$ cat config.mk
export PLATFORM = sky130hd
export DESIGN_NAME = pong_game_ctrl
export DESIGN_NICKNAME = d
export VERILOG_FILES = /design/src/rtl/pong_pkg.sv /design/src/rtl/pong_paddle_mover.sv /design/src/rtl/pong_game_ctrl.sv
export SDC_FILE = /design/constraint.sdc
export NUM_CORES = 1
export LEC_CHECK = 0
export ABC_AREA = 1
export BUFFER_PORTS_ARGS = -buffer_cell sky130_fd_sc_hd__buf_2
export CAP_MARGIN = 20
export CELL_PAD_IN_SITES_DETAIL_PLACEMENT = 1
export CELL_PAD_IN_SITES_GLOBAL_PLACEMENT = 2
export CORE_MARGIN = 2
export CORE_UTILIZATION = 29
export CTS_CLUSTER_DIAMETER = 40
export DETAILED_ROUTE_END_ITERATION = 8
export PLACE_DENSITY = 0.77
export SLEW_MARGIN = 25
export SYNTH_ARGS = -nofsm -noshare
export SYNTH_HDL_FRONTEND = slang
export SYNTH_SLANG_ARGS = --single-unit
$ cat constraint.sdc
create_clock -name CLOCK_50 -period 2.7 [get_ports CLOCK_50]
set_input_delay 0.135 -clock CLOCK_50 [delete_from_list [all_inputs] [get_ports CLOCK_50]]
set_output_delay 0.135 -clock CLOCK_50 [all_outputs]
set_load 0.1 [all_outputs]
$ cat src/rtl/pong_pkg.sv
// Shared definitions for the Pong game sequencer: state and screen-select
// encodings, screen/paddle geometry and small scoring helpers.
package pong_pkg;

  typedef logic [9:0] coord_t;
  typedef logic [3:0] score_t;
  typedef logic [5:0] serve_cnt_t;

  localparam coord_t     H_ACTIVE     = 10'd640;
  localparam coord_t     V_ACTIVE     = 10'd480;
  localparam coord_t     PADDLE_H     = 10'd64;
  localparam coord_t     BALL_SIZE    = 10'd8;
  localparam coord_t     PADDLE_STEP  = 10'd4;
  localparam coord_t     BALL_SPEED   = 10'd2;
  localparam score_t     WIN_SCORE    = 4'd9;
  localparam serve_cnt_t SERVE_FRAMES = 6'd60;

  // Paddle faces: right edge of the left paddle, left edge of the right paddle.
  localparam coord_t FACE_L       = 10'd24;
  localparam coord_t FACE_R       = H_ACTIVE - FACE_L;
  localparam coord_t BALL_X0      = (H_ACTIVE - BALL_SIZE) >> 1;
  localparam coord_t BALL_Y0      = (V_ACTIVE - BALL_SIZE) >> 1;
  localparam coord_t PADDLE_Y0    = (V_ACTIVE - PADDLE_H) >> 1;
  localparam coord_t BALL_X_MAX   = H_ACTIVE - BALL_SIZE;
  localparam coord_t BALL_Y_MAX   = V_ACTIVE - BALL_SIZE;
  localparam coord_t PADDLE_Y_MAX = V_ACTIVE - PADDLE_H;

  typedef enum logic [2:0] {
    ST_IDLE  = 3'd0,
    ST_SERVE = 3'd1,
    ST_PLAY  = 3'd2,
    ST_POINT = 3'd3,
    ST_OVER  = 3'd4
  } state_e;

  typedef enum logic [1:0] {
    SEL_GAME    = 2'b00,
    SEL_ATTRACT = 2'b01,
    SEL_OVER    = 2'b10
  } sel_e;

  function automatic sel_e sel_of(input state_e s);
    case (s)
      ST_IDLE: return SEL_ATTRACT;
      ST_OVER: return SEL_OVER;
      default: return SEL_GAME;
    endcase
  endfunction

  function automatic score_t sat_inc(input score_t s);
    return (s >= WIN_SCORE) ? WIN_SCORE : s + 4'd1;
  endfunction

endpackage

$ cat src/rtl/pong_paddle_mover.sv
// One paddle: clamped up/down stepping, applied only when step is asserted.
module pong_paddle_mover
  import pong_pkg::*;
(
  input  logic   clk,
  input  logic   rst_n,
  input  logic   step,
  input  logic   up,
  input  logic   dn,
  output coord_t y
);

  // Pressing both buttons cancels out, as does pressing neither.
  always_ff @(posedge clk) begin
    if (!rst_n) begin
      y <= PADDLE_Y0;
    end else if (step && (up ^ dn)) begin
      if (up) y <= (y < PADDLE_STEP) ? '0 : y - PADDLE_STEP;
      else    y <= (y > PADDLE_Y_MAX - PADDLE_STEP) ? PADDLE_Y_MAX : y + PADDLE_STEP;
    end
  end

endmodule

$ cat src/rtl/pong_game_ctrl.sv
// Frame-synchronous Pong sequencer: ball, paddles, collisions and score.
// Define PONG_AI_EN to let the right paddle track the ball on its own.
module pong_game_ctrl
  import pong_pkg::*;
(
  input  logic       CLOCK_50,
  input  logic       i_rst_n,
  input  logic       i_frame_tick,
  input  logic       i_start,
  input  logic       i_p1_up,
  input  logic       i_p1_dn,
  input  logic       i_p2_up,
  input  logic       i_p2_dn,
  output logic [9:0] o_ball_x,
  output logic [9:0] o_ball_y,
  output logic [9:0] o_p1_y,
  output logic [9:0] o_p2_y,
  output logic [3:0] o_score1,
  output logic [3:0] o_score2,
  output logic [2:0] o_state,
  output logic [1:0] o_sel
);

  state_e     state, state_n;
  sel_e       sel;
  coord_t     ball_x, ball_x_n, ball_y, ball_y_n;
  coord_t     p1_y, p2_y;
  score_t     score1, score1_n, score2, score2_n;
  serve_cnt_t serve_cnt, serve_cnt_n;
  logic       dx_pos, dx_pos_n, dy_pos, dy_pos_n;
  logic       p1_scored, p1_scored_n;
  logic       paddle_step, p1_ov, p2_ov, p2_up, p2_dn;

  assign paddle_step = i_frame_tick && (state == ST_SERVE || state == ST_PLAY ||
                                        state == ST_POINT);

  // Overlap uses the positions drawn in the frame that just ended.
  assign p1_ov = (ball_y + BALL_SIZE > p1_y) && (ball_y < p1_y + PADDLE_H);
  assign p2_ov = (ball_y + BALL_SIZE > p2_y) && (ball_y < p2_y + PADDLE_H);

`ifdef PONG_AI_EN
  logic [9:0] p2_mid, ball_mid;
  assign p2_mid   = p2_y + (PADDLE_H >> 1);
  assign ball_mid = ball_y + (BALL_SIZE >> 1);
  assign p2_up    = p2_mid > ball_mid + PADDLE_STEP;
  assign p2_dn    = ball_mid > p2_mid + PADDLE_STEP;
`else
  assign p2_up = i_p2_up;
  assign p2_dn = i_p2_dn;
`endif

  pong_paddle_mover u_p1 (
    .clk   (CLOCK_50),
    .rst_n (i_rst_n),
    .step  (paddle_step),
    .up    (i_p1_up),
    .dn    (i_p1_dn),
    .y     (p1_y)
  );

  pong_paddle_mover u_p2 (
    .clk   (CLOCK_50),
    .rst_n (i_rst_n),
    .step  (paddle_step),
    .up    (p2_up),
    .dn    (p2_dn),
    .y     (p2_y)
  );

  // NOTE: every variable gets a default first, so no path through the case
  // leaves one unassigned and no latch is inferred.
  always_comb begin
    state_n     = state;
    ball_x_n    = ball_x;
    ball_y_n    = ball_y;
    dx_pos_n    = dx_pos;
    dy_pos_n    = dy_pos;
    score1_n    = score1;
    score2_n    = score2;
    serve_cnt_n = serve_cnt;
    p1_scored_n = p1_scored;

    case (state)
      ST_IDLE: begin
        if (i_start) begin
          state_n     = ST_SERVE;
          serve_cnt_n = SERVE_FRAMES;
          ball_x_n    = BALL_X0;
          ball_y_n    = BALL_Y0;
        end
      end

      ST_SERVE: begin
        if (i_frame_tick) begin
          serve_cnt_n = serve_cnt - 6'd1;
          if (serve_cnt <= 6'd1) begin
            serve_cnt_n = '0;
            state_n     = ST_PLAY;
          end
        end
      end

      ST_PLAY: begin
        if (i_frame_tick) begin
          if (!dy_pos) begin
            if (ball_y <= BALL_SPEED) begin
              ball_y_n = '0;
              dy_pos_n = 1'b1;
            end else begin
              ball_y_n = ball_y - BALL_SPEED;
            end
          end else begin
            if (ball_y + BALL_SPEED >= BALL_Y_MAX) begin
              ball_y_n = BALL_Y_MAX;
              dy_pos_n = 1'b0;
            end else begin
              ball_y_n = ball_y + BALL_SPEED;
            end
          end

          // Thresholds are stated on the current x so next_x never underflows.
          if (!dx_pos) begin
            if (ball_x <= FACE_L + BALL_SPEED && p1_ov) begin
              ball_x_n = FACE_L;
              dx_pos_n = 1'b1;
            end else if (ball_x < BALL_SPEED) begin
              state_n     = ST_POINT;
              p1_scored_n = 1'b0;
            end else begin
              ball_x_n = ball_x - BALL_SPEED;
            end
          end else begin
            if (ball_x + BALL_SPEED + BALL_SIZE >= FACE_R && p2_ov) begin
              ball_x_n = FACE_R - BALL_SIZE;
              dx_pos_n = 1'b0;
            end else if (ball_x + BALL_SPEED > BALL_X_MAX) begin
              state_n     = ST_POINT;
              p1_scored_n = 1'b1;
            end else begin
              ball_x_n = ball_x + BALL_SPEED;
            end
          end
        end
      end

      ST_POINT: begin
        if (i_frame_tick) begin
          if (p1_scored) score1_n = sat_inc(score1);
          else           score2_n = sat_inc(score2);
          if (score1_n == WIN_SCORE || score2_n == WIN_SCORE) begin
            state_n = ST_OVER;
          end else begin
            state_n     = ST_SERVE;
            serve_cnt_n = SERVE_FRAMES;
            ball_x_n    = BALL_X0;
            ball_y_n    = BALL_Y0;
            dx_pos_n    = p1_scored;
            dy_pos_n    = 1'b1;
          end
        end
      end

      ST_OVER: begin
        if (i_start) begin
          state_n     = ST_SERVE;
          serve_cnt_n = SERVE_FRAMES;
          score1_n    = '0;
          score2_n    = '0;
          ball_x_n    = BALL_X0;
          ball_y_n    = BALL_Y0;
          dx_pos_n    = 1'b1;
          dy_pos_n    = 1'b1;
        end
      end

      default: state_n = ST_IDLE;
    endcase
  end

  // NOTE: state registers use non-blocking assignments so every register
  // samples the pre-edge values, independent of statement order.
  always_ff @(posedge CLOCK_50) begin
    if (!i_rst_n) begin
      state     <= ST_IDLE;
      sel       <= SEL_ATTRACT;
      ball_x    <= BALL_X0;
      ball_y    <= BALL_Y0;
      dx_pos    <= 1'b1;
      dy_pos    <= 1'b1;
      score1    <= '0;
      score2    <= '0;
      serve_cnt <= '0;
      p1_scored <= 1'b0;
    end else begin
      state     <= state_n;
      sel       <= sel_of(state_n);
      ball_x    <= ball_x_n;
      ball_y    <= ball_y_n;
      dx_pos    <= dx_pos_n;
      dy_pos    <= dy_pos_n;
      score1    <= score1_n;
      score2    <= score2_n;
      serve_cnt <= serve_cnt_n;
      p1_scored <= p1_scored_n;
    end
  end

  assign o_ball_x = ball_x;
  assign o_ball_y = ball_y;
  assign o_p1_y   = p1_y;
  assign o_p2_y   = p2_y;
  assign o_score1 = score1;
  assign o_score2 = score2;
  assign o_state  = state;
  assign o_sel    = sel;

endmodule

* Yosys cells after proc, flatten, opt, wreduce, memory -nomap -nowiden *
Index checks and enable logic that the tools add are counted.

storage, ports and cells
  flip-flop bits (word level) = 62
  output and inout bits = 53
  latch bits = 0
  memories = 0
  ROM bits = 0
  RAM bits = 0

cells by class
  multiply operators = 0
  add/subtract/negate cells = 15
  shift-type cells = 0
  reductions and logical operators = 24
  equality and inequality tests = 18
  bitwise logic cells = 2
  divide/modulo/power cells = 0
  mux-type cells = 76
  order comparisons = 17

operators by type and width
  operator                                                                count
  10-bit 2-to-1 mux                                                       22
  10-bit one-hot mux with 3 select lines                                  2
  4-bit 2-to-1 mux                                                        11
  3-bit 2-to-1 mux                                                        11
  6-bit 2-to-1 mux                                                        5
  10-bit by 2-bit adder with 10-bit output, second input constant         2
  10-bit by 3-bit adder with 10-bit output, second input constant         2
  10-bit by 4-bit adder with 10-bit output, second input constant         2
  10-bit by 7-bit adder with 10-bit output, second input constant         2
  10-bit > comparator                                                     2
  10-bit by 9-bit > comparator with 1-bit output, second input constant   2
  10-bit < comparator                                                     2
  10-bit by 3-bit < comparator with 1-bit output, second input constant   2
  10-bit by 2-bit subtractor with 10-bit output, second input constant    2
  10-bit by 3-bit subtractor with 10-bit output, second input constant    2
  1-bit 2-to-1 mux                                                        18
  6-bit one-hot mux with 3 select lines                                   1
  4-bit one-hot mux with 2 select lines                                   2
  5-bit AND reduction                                                     3
  2-bit inequality test, second input constant                            7
  3-bit one-hot mux with 4 select lines                                   1
  10-bit >= comparator, second input constant                             1
  10-bit by 9-bit >= comparator with 1-bit output, second input constant  1
  10-bit > comparator, second input constant                              1
  other kinds (25)                                                        46

* Longest topological paths before layout *
Gate-level depths: netlist (run 1).

  depth in word-level cells = 12
  depth in mapped cells = 23
  mapped depth without buffers = 22

* By module *
A second synthesis (run 1) with hierarchy kept.

second synthesis, totals
  cells, all modules = 964
  area total of the unflattened synthesis = 5864.4 sq um

by module, submodules not included
  module             area an instance (sq um)  cells each  instances  sequential area each (sq um)
  pong_game_ctrl     4385.5                    702         1          800.8
  pong_paddle_mover  739.5                     131         2          160.2

* Worst setup path before layout (run 1) *
No wires, ideal clock.

  kind = register to register
  start = register ball_y[4], in the netlist o_ball_y[4]
  end = register ball_x[4], in the netlist o_ball_x[4]
  data required time = 2.570 ns
  path buffers = 1
  library setup time = 0.130 ns
  period minus slack after synthesis = 3.606 ns
  path slack = -0.906 ns
  stages on the path, launching flop included = 23
  data arrival time = 3.476 ns
  path through = dfxtp_1 ha_1 nand2_1 nor2_1 nand3_1 xor2_1 ha_1 nand2_1 nor2_1 nand2_1 nand3_1 a21oi_1 nor2_1 nand2_2 nor2_4 nand3_4 nand2_4 nand2_4 nand2_4 nand2_4 buf_6 nand2_1 nand3_1

on the way
  longest elaborated chain between the ends = 8
  elaborated cells between the ends (all ways) = 17
  those cells by class = add/sub: 1; order compare: 4; eq/ne: 2; mux: 5; reduce/logical: 5

RTL lines
  element                                        RTL line                                      source
  start: declaration                             pong_game_ctrl.sv:26                          coord_t ball_x, ball_x_n, ball_y, ball_y_n;
  start signal: assignment                       pong_game_ctrl.sv:198                         ball_y <= ball_y_n;
  10-bit by 4-bit adder with 10-bit output       pong_game_ctrl.sv:38, pong_game_ctrl.sv:39
  10-bit > comparator, on equally long branches  pong_game_ctrl.sv:38, pong_game_ctrl.sv:39
  1-bit logical AND, on equally long branches    pong_game_ctrl.sv:38, pong_game_ctrl.sv:39
  1-bit logical AND, on equally long branches    pong_game_ctrl.sv:123, pong_game_ctrl.sv:133
  10-bit 2-to-1 mux, on equally long branches    pong_game_ctrl.sv:123, pong_game_ctrl.sv:133
  10-bit 2-to-1 mux                              pong_game_ctrl.sv:122                         if (!dx_pos) begin
  10-bit 2-to-1 mux                              pong_game_ctrl.sv:104                         if (i_frame_tick) begin
  10-bit one-hot mux with 3 select lines         pong_game_ctrl.sv:83                          case (state)
  end signal: assignment                         pong_game_ctrl.sv:197                         ball_x <= ball_x_n;
  end: declaration                               pong_game_ctrl.sv:26

Parallel ways exist; a longest one is shown, timed or not. The select of a mux whose other input is x is not followed.
A chain may end at the register's enable or synchronous reset.

* Worst setup path after layout (run 1) *
  start = register ball_y[3], in the netlist o_ball_y[3]
  end = register ball_x[4], in the netlist o_ball_x[4]

The elaborated chain is that of the path after synthesis.

==> qor.yml, run 1 <==
outcome: "finished clean"
path_max_fanout: 7
synth.area.mux_share: 0
clockBufferDepth: 2
drt-pass1-iter-count: 4
critical_path_arrival_ns: 2.89
maxCapViolCount: 0
ir_worst_vdd_uv: 255
rsz0062_at_grt: "true"
fmax_mhz: 371
layout_setup_ws_ns: 0.00555
cts-root-buf: "clkbuf_16"
grtUsageMet2: 0.313
met1_usage: 0.268
whs_ns: 0.200
netlist_top_cells_area: "dfxtp_1 21%, ha_1 14%, nand2_1 12%, inv_1 8.0%, a21oi_1 6.6%"
grtUsageTotal: 0.189
syn_to_final_growth_pct: 26.5
drive_above_1_share: 0.239
synth_top_area_frac: 0.208
grtUsageMet3: 0.0226
worstPathRequired_ns: 2.89
switching_share: 0.455
max-slew-margin-rel: 0.569
grt_max_degree: 29
place_ws_ns: -0.0881
port_buffers: 54
grt_pass1_wl_um: 30400
power_density_nw_per_um2: 453
rows: 49
antennaDiodeCount: 0
gp_congestion: 0.865
synth.distinct_cells: 43
seqPwrFrac: 0.318
clk_pin_slew_worst_paths_ns: 0.08
async_flop_share: 0
startpoint_type: "flop"
drtAntennaViolNets: 0
synthAdderAreaFrac: 0.137
finalSetupViolCount: 0
clock_skew_ns: 0.00734
cts_tree: "built"
ys_warn_count: 0
yosys.area_share.xor_xnor: 0.0651
antenna_found_initial: 0
drv_slew: 0
top_usage_layer: "met2"
finalCriticalPeriod_ns: 2.69
yosys.area_share.simple: 0.303
post-route-period-util: 0.998
drt_wl_total_um: 18300
clk_latency_ns: 0.31
clkPwrFrac: 0.235
cts_sinks: 56
yosys_register_bits: 56
die_w_um: 140
p_switching_uw: 1400
viasPerCell: 4.89
coreArea_um2: 18100
synth.avg_cell_area_um2: 6.41
drc: 0
synth_seq_area_share: 0.208
yosysMostFrequentCell: "nand2_1"
nets: 1014
tightestPinTransition_ns: 0.645
vias: 5755
synth_top_family_by_area: "simple AND/OR/NAND/NOR gates"
synth_flop_cell: "dfxtp_1"
dp_cells: 1163
io_pins: 61
dp_hpwl_um: 14400
worstSetupPathType: "reg2reg"
synth-compound-area-share: 0.176
cp-end-kind: "flop"
hold_path_class: "in2reg"
synth-edff-count: 0
fin_cells: 1177
syn_inst: 839
hold_viol_final: 0
die_y_um: 140
dieArea_um2: 19700
synth_area_um2: 5380
p_leak_uw: 0.00326
wl_per_cell_um: 15.6
start_util: 0.298
grt_overflow: 0
yosys-top-cells-count: "172 x nand2_1, 115 x inv_1, 78 x nor2_1"
p_int_uw: 1680
cts_buffers: 5
hold_buffers: 0
final_util: 0.376
p_comb_frac: 0.447
grt_pass1_vias: 5860
cts_max_level: 2
first_iter_violations: 227
synth_top_area_cell: "dfxtp_1"
-- cells by family after synthesis --
logic type | Yosys count
and+or+nand+nor | 368
AOI/OAI and AO/OA | 170
buffers and inverters | 145
adders and majority gates | 59
DFF | 56
xor gates and xnor gates | 40
other | 1
-- area by class of cell --
class / instances / area, um^2
multi-input cells: 644 / 3940
repair buffers: 121 / 793
fillers: 2346 / 11300
well taps: 229 / 287
clock buffers: 7 / 143
clock inverters: 1 / 8.76
inverters: 119 / 450
flip-flops and latches: 56 / 1180
-- flip-flops by register name, indices dropped and copies added, names as in the netlist, 3 cells and up --
register and cells:
o_ball_x 9, o_ball_y 9, o_score1 4, o_score2 4
o_state 3, serve_cnt 6, u_p1.y 8, u_p2.y 8
-- path summary, 6_finish.rpt --
kind	depth (start not counted)	slack, ns	start	to
worst max-delay path	21	0.006	o_ball_y[3]	o_ball_x[4]
worst min-delay path	4	0.20	i_p2_up	u_p2.y[5]
worst max register to register	21	0.006	o_ball_y[3]	o_ball_x[4]
worst min register to register	2	0.49	o_score1[3]	o_score1[3]
-- cells in the final DEF, fill, tap and decap left out, types with 10 or more instances in the layout --
| cell type | count |
|---|---|
| buf_2 | 54 |
| dfxtp_2 | 21 |
| dfxtp_1 | 25 |
| nor3_1 | 13 |
| nand2_2 | 18 |
| ha_1 | 55 |
| inv_1 | 114 |
| nand2_1 | 159 |
| a21oi_1 | 69 |
| o211ai_1 | 11 |
| nand3_1 | 60 |
| o21ai_0 | 55 |
| xor2_1 | 32 |
| nand4_1 | 10 |
| buf_4 | 64 |
| dfxtp_4 | 10 |
| nor2_1 | 69 |
-- per-stage QoR --
step                      TNS [ns]  power, uW  cell area, um^2
after floorplan              -1.43       1960             5500
after global placement           0       2280             6370
after detailed placement    -0.645       2300             6370
after CTS                   -0.124       3070             6610
after global routing         -1.75       3310             6810
final                            0       3080             6810
-- layer usage --
metal / vias up / share of wire / routed length [um]
met5: - / 0 / 0
met4: 0 / 0.0094 / 173
met3: 12 / 0.026 / 486
met2: 61 / 0.46 / 8500
met1: 2711 / 0.50 / 9180
li1: 2971 / - / -
-- worst max-delay path, cell delays in order (launching register included) --
cell	delay, ns
dfxtp_4	0.38
ha_4	0.15
nand2_4	0.05
nor2_4	0.11
buf_4	0.16
xor2_4	0.19
ha_4	0.23
nand2_1	0.06
inv_1	0.04
o21bai_1	0.16
nand3_2	0.10
a21oi_2	0.14
nor2_2	0.06
nand2_2	0.08
nor2_4	0.04
nand3_4	0.07
nand2_4	0.06
nand2_4	0.11
nand2_8	0.09
buf_4	0.14
nand3_1	0.08
nand3_1	0.06
-- timing repair --
action,CTS,global route
endpoints found under the hold margin,0,0
endpoints found under the setup margin,11,19
gates resized for setup,17,31
cloned,1,0
pin swaps,10,21
setup buffers,1,4
-- power by group through the flow --
stage | sequential [uW] | clock, uW | combinational [uW]
CTS | 977 | 760 | 1340
finish | 979 | 725 | 1380
floorplan | 1250 | 0 | 709
global placement | 995 | 0 | 1290
detailed placement | 995 | 0 | 1300
global route | 991 | 785 | 1530
No activity file was read; power rests on OpenSTA's default activity.
==> inputs of run 2 (changes only) <==
--- a/config.mk
+++ b/config.mk
@@ -15,6 +15,7 @@
 export CTS_CLUSTER_DIAMETER = 40
 export DETAILED_ROUTE_END_ITERATION = 8
 export PLACE_DENSITY = 0.77
+export RECOVER_POWER = 25
 export SLEW_MARGIN = 25
 export SYNTH_ARGS = -nofsm -noshare
 export SYNTH_HDL_FRONTEND = slang
==> qor.yml, run 2 (synthesis results as in run 1) <==
grtUsageTotal: 0.189  # unchanged
viasPerCell: 4.89  # about the same
cp-end-kind: "flop"  # unchanged
hold_path_class: "in2reg"  # unchanged
drive_above_1_share: 0.216  # was 0.239
crit_slowest_cell: "dfxtp_4"  # unchanged
power_density_nw_per_um2: 454  # was 453 nW/um^2
cts-root-buf: "clkbuf_16"  # unchanged
min-delay-start: "i_p2_up"  # unchanged
hold_end: "u_p2.y[5]"  # unchanged
finalSetupViolCount: 0  # unchanged
io_pins: 61  # unchanged
finalCriticalPeriod_ns: 2.69  # about the same
crit_family: "simple AND/OR/NAND/NOR gates"  # unchanged
grt_pass1_wl_um: 30400  # unchanged
first_iter_violations: 225  # was 227
tns_ns: 0  # unchanged
die_w_um: 140  # unchanged
dieArea_um2: 19700  # unchanged
grt_max_degree: 29  # unchanged
slowest_delay_ns: 0.38  # about the same
antennaDiodeCount: 0  # unchanged
syn_to_final_growth_pct: 26.0  # was 26.5%
clock_skew_ns: 0.00766  # was 0.00734 ns
outcome: "finished clean"  # unchanged
worstPathRequired_ns: 2.89  # about the same
worstSetupPathType: "reg2reg"  # unchanged
fin_area_um2: 6780  # was 6810 um^2
crit_buf_inv: 3  # unchanged
die_y_um: 140  # unchanged
dp_hpwl_um: 14400  # unchanged
ff2ff_setup_slack_ns: 0.008  # was 0.006 ns
fmax_mhz: 371  # about the same
post-route-period-util: 0.997  # was 0.998
cts_sinks: 56  # unchanged
reg2reg_from: "o_ball_y[3]"  # unchanged
worstReg2RegEnd: "o_ball_x[4]"  # unchanged
max-slew-margin-rel: 0.223  # was 0.569
cts_buffers: 5  # unchanged
clk_latency_ns: 0.31  # about the same
final_cell_mix: "159 x nand2_1, 114 x inv_1, 69 x nor2_1, 69 x a21oi_1, 64 x buf_4"  # unchanged
critical_path_arrival_ns: 2.89  # about the same
antenna_found_initial: 0  # unchanged
start_util: 0.298  # unchanged
hold_viol_final: 0  # unchanged
drt_wl_total_um: 18300  # about the same
rr_worst_depth: 21  # unchanged
startpoint_type: "flop"  # unchanged
drt-pass1-iter-count: 4  # unchanged
clockBufferDepth: 2  # unchanged
final_util: 0.375  # was 0.376
whs_ns: 0.200  # about the same
ir_worst_vdd_uv: 255  # about the same
crit_top_cell: "nand2_4"  # unchanged
drv_slew: 0  # unchanged
wl_per_cell_um: 15.6  # about the same
final_common_cell: "nand2_1"  # unchanged
drc: 0  # unchanged
p_leak_uw: 0.00317  # was 0.00326 uW
grt_pass1_vias: 5860  # unchanged
cts_max_level: 2  # unchanged
tightestPinTransition_ns: 1.17  # was 0.645 ns
coreArea_um2: 18100  # unchanged
gp_congestion: 0.865  # unchanged
port_buffers: 54  # unchanged
rsz0062_at_grt: "true"  # unchanged
rows: 49  # unchanged
hold_depth: 4  # unchanged
cts_tree: "built"  # unchanged
dpl-instance-area_um2: 6370  # unchanged
grt_overflow: 0  # unchanged
vias: 5759  # was 5755
drtAntennaViolNets: 0  # unchanged
path_cells: "ha_4 -> nand2_4 -> nor2_4 -> buf_4 -> xor2_4 -> ha_4 -> nand2_1 -> inv_1 -> o21bai_1 -> nand3_2 -> a21oi_2 -> nor2_2 -> nand2_2 -> nor2_4 -> nand3_4 -> nand2_4 -> nand2_4 -> nand2_8 -> buf_4 -> nand3_1 -> nand3_1"  # unchanged
nets: 1014  # unchanged
path_max_fanout: 7  # unchanged
maxCapViolCount: 0  # unchanged
clk_pin_slew_worst_paths_ns: 0.08  # about the same
hold_buffers: 0  # unchanged
[run 2: metrics by stage]
stage                     power, uW  setup WS (ns)  std cells
final                          3080        0.00782       1177
after floorplan                1960         -0.176        844
after CTS                      3070        -0.0326       1173
after global placement         2280        0.00316       1163
after global routing           3300         -0.193       1177
after detailed placement       2300        -0.0881       1163
[run 2: what timing repair did]
item | CTS | global route
pin swaps | 10 | 21
setup buffers | 1 | 4
endpoints found under the setup margin | 11 | 19
resized for setup | 17 | 31
gates cloned | 1 | 0
[run 2: layout make-up]
cell class              instances  area (um^2)
clock buffers                   7          143
clock inverters                 1         8.76
fillers                      2349        11300
inverters                     119          450
multi-input cells             644         3940
flip-flops and latches         56         1180
well taps                     229          287
repair buffers                121          766
[run 2: tightest hold or removal path: stages]
cell     delay, ns
buf_2         0.11
a21oi_1       0.05
a21oi_1       0.11
a21oi_1       0.07
[run 2: worst max path at each step]
| stage | start | to | cells after the start |
|---|---|---|---|
| after floorplan | o_ball_y[3] | o_ball_x[8] | 22 |
| after detailed placement | o_ball_y[3] | o_ball_x[7] | 21 |
| after global placement | o_ball_y[3] | o_ball_x[2] | 21 |
| after CTS | o_ball_y[3] | o_ball_x[1] | 22 |
| after global routing | o_ball_y[3] | o_ball_x[4] | 21 |
| final | o_ball_y[3] | o_ball_x[4] | 21 |
[run 2: metal layers]
| metal | wire (um) | up-vias | GRT usage |
|---|---|---|---|
| met1 | 9130 | 2707 | 0.268 |
| met3 | 499 | 12 | 0.0226 |
| met5 | 0 | - | 0 |
| met2 | 8500 | 69 | 0.313 |
| met4 | 173 | 0 | 0.0351 |
| li1 | - | 2971 | - |
[run 2: report_power, final]
group	internal [uW]	switching, uW
registers	884	95.6
logic	417	958
clock network	374	352
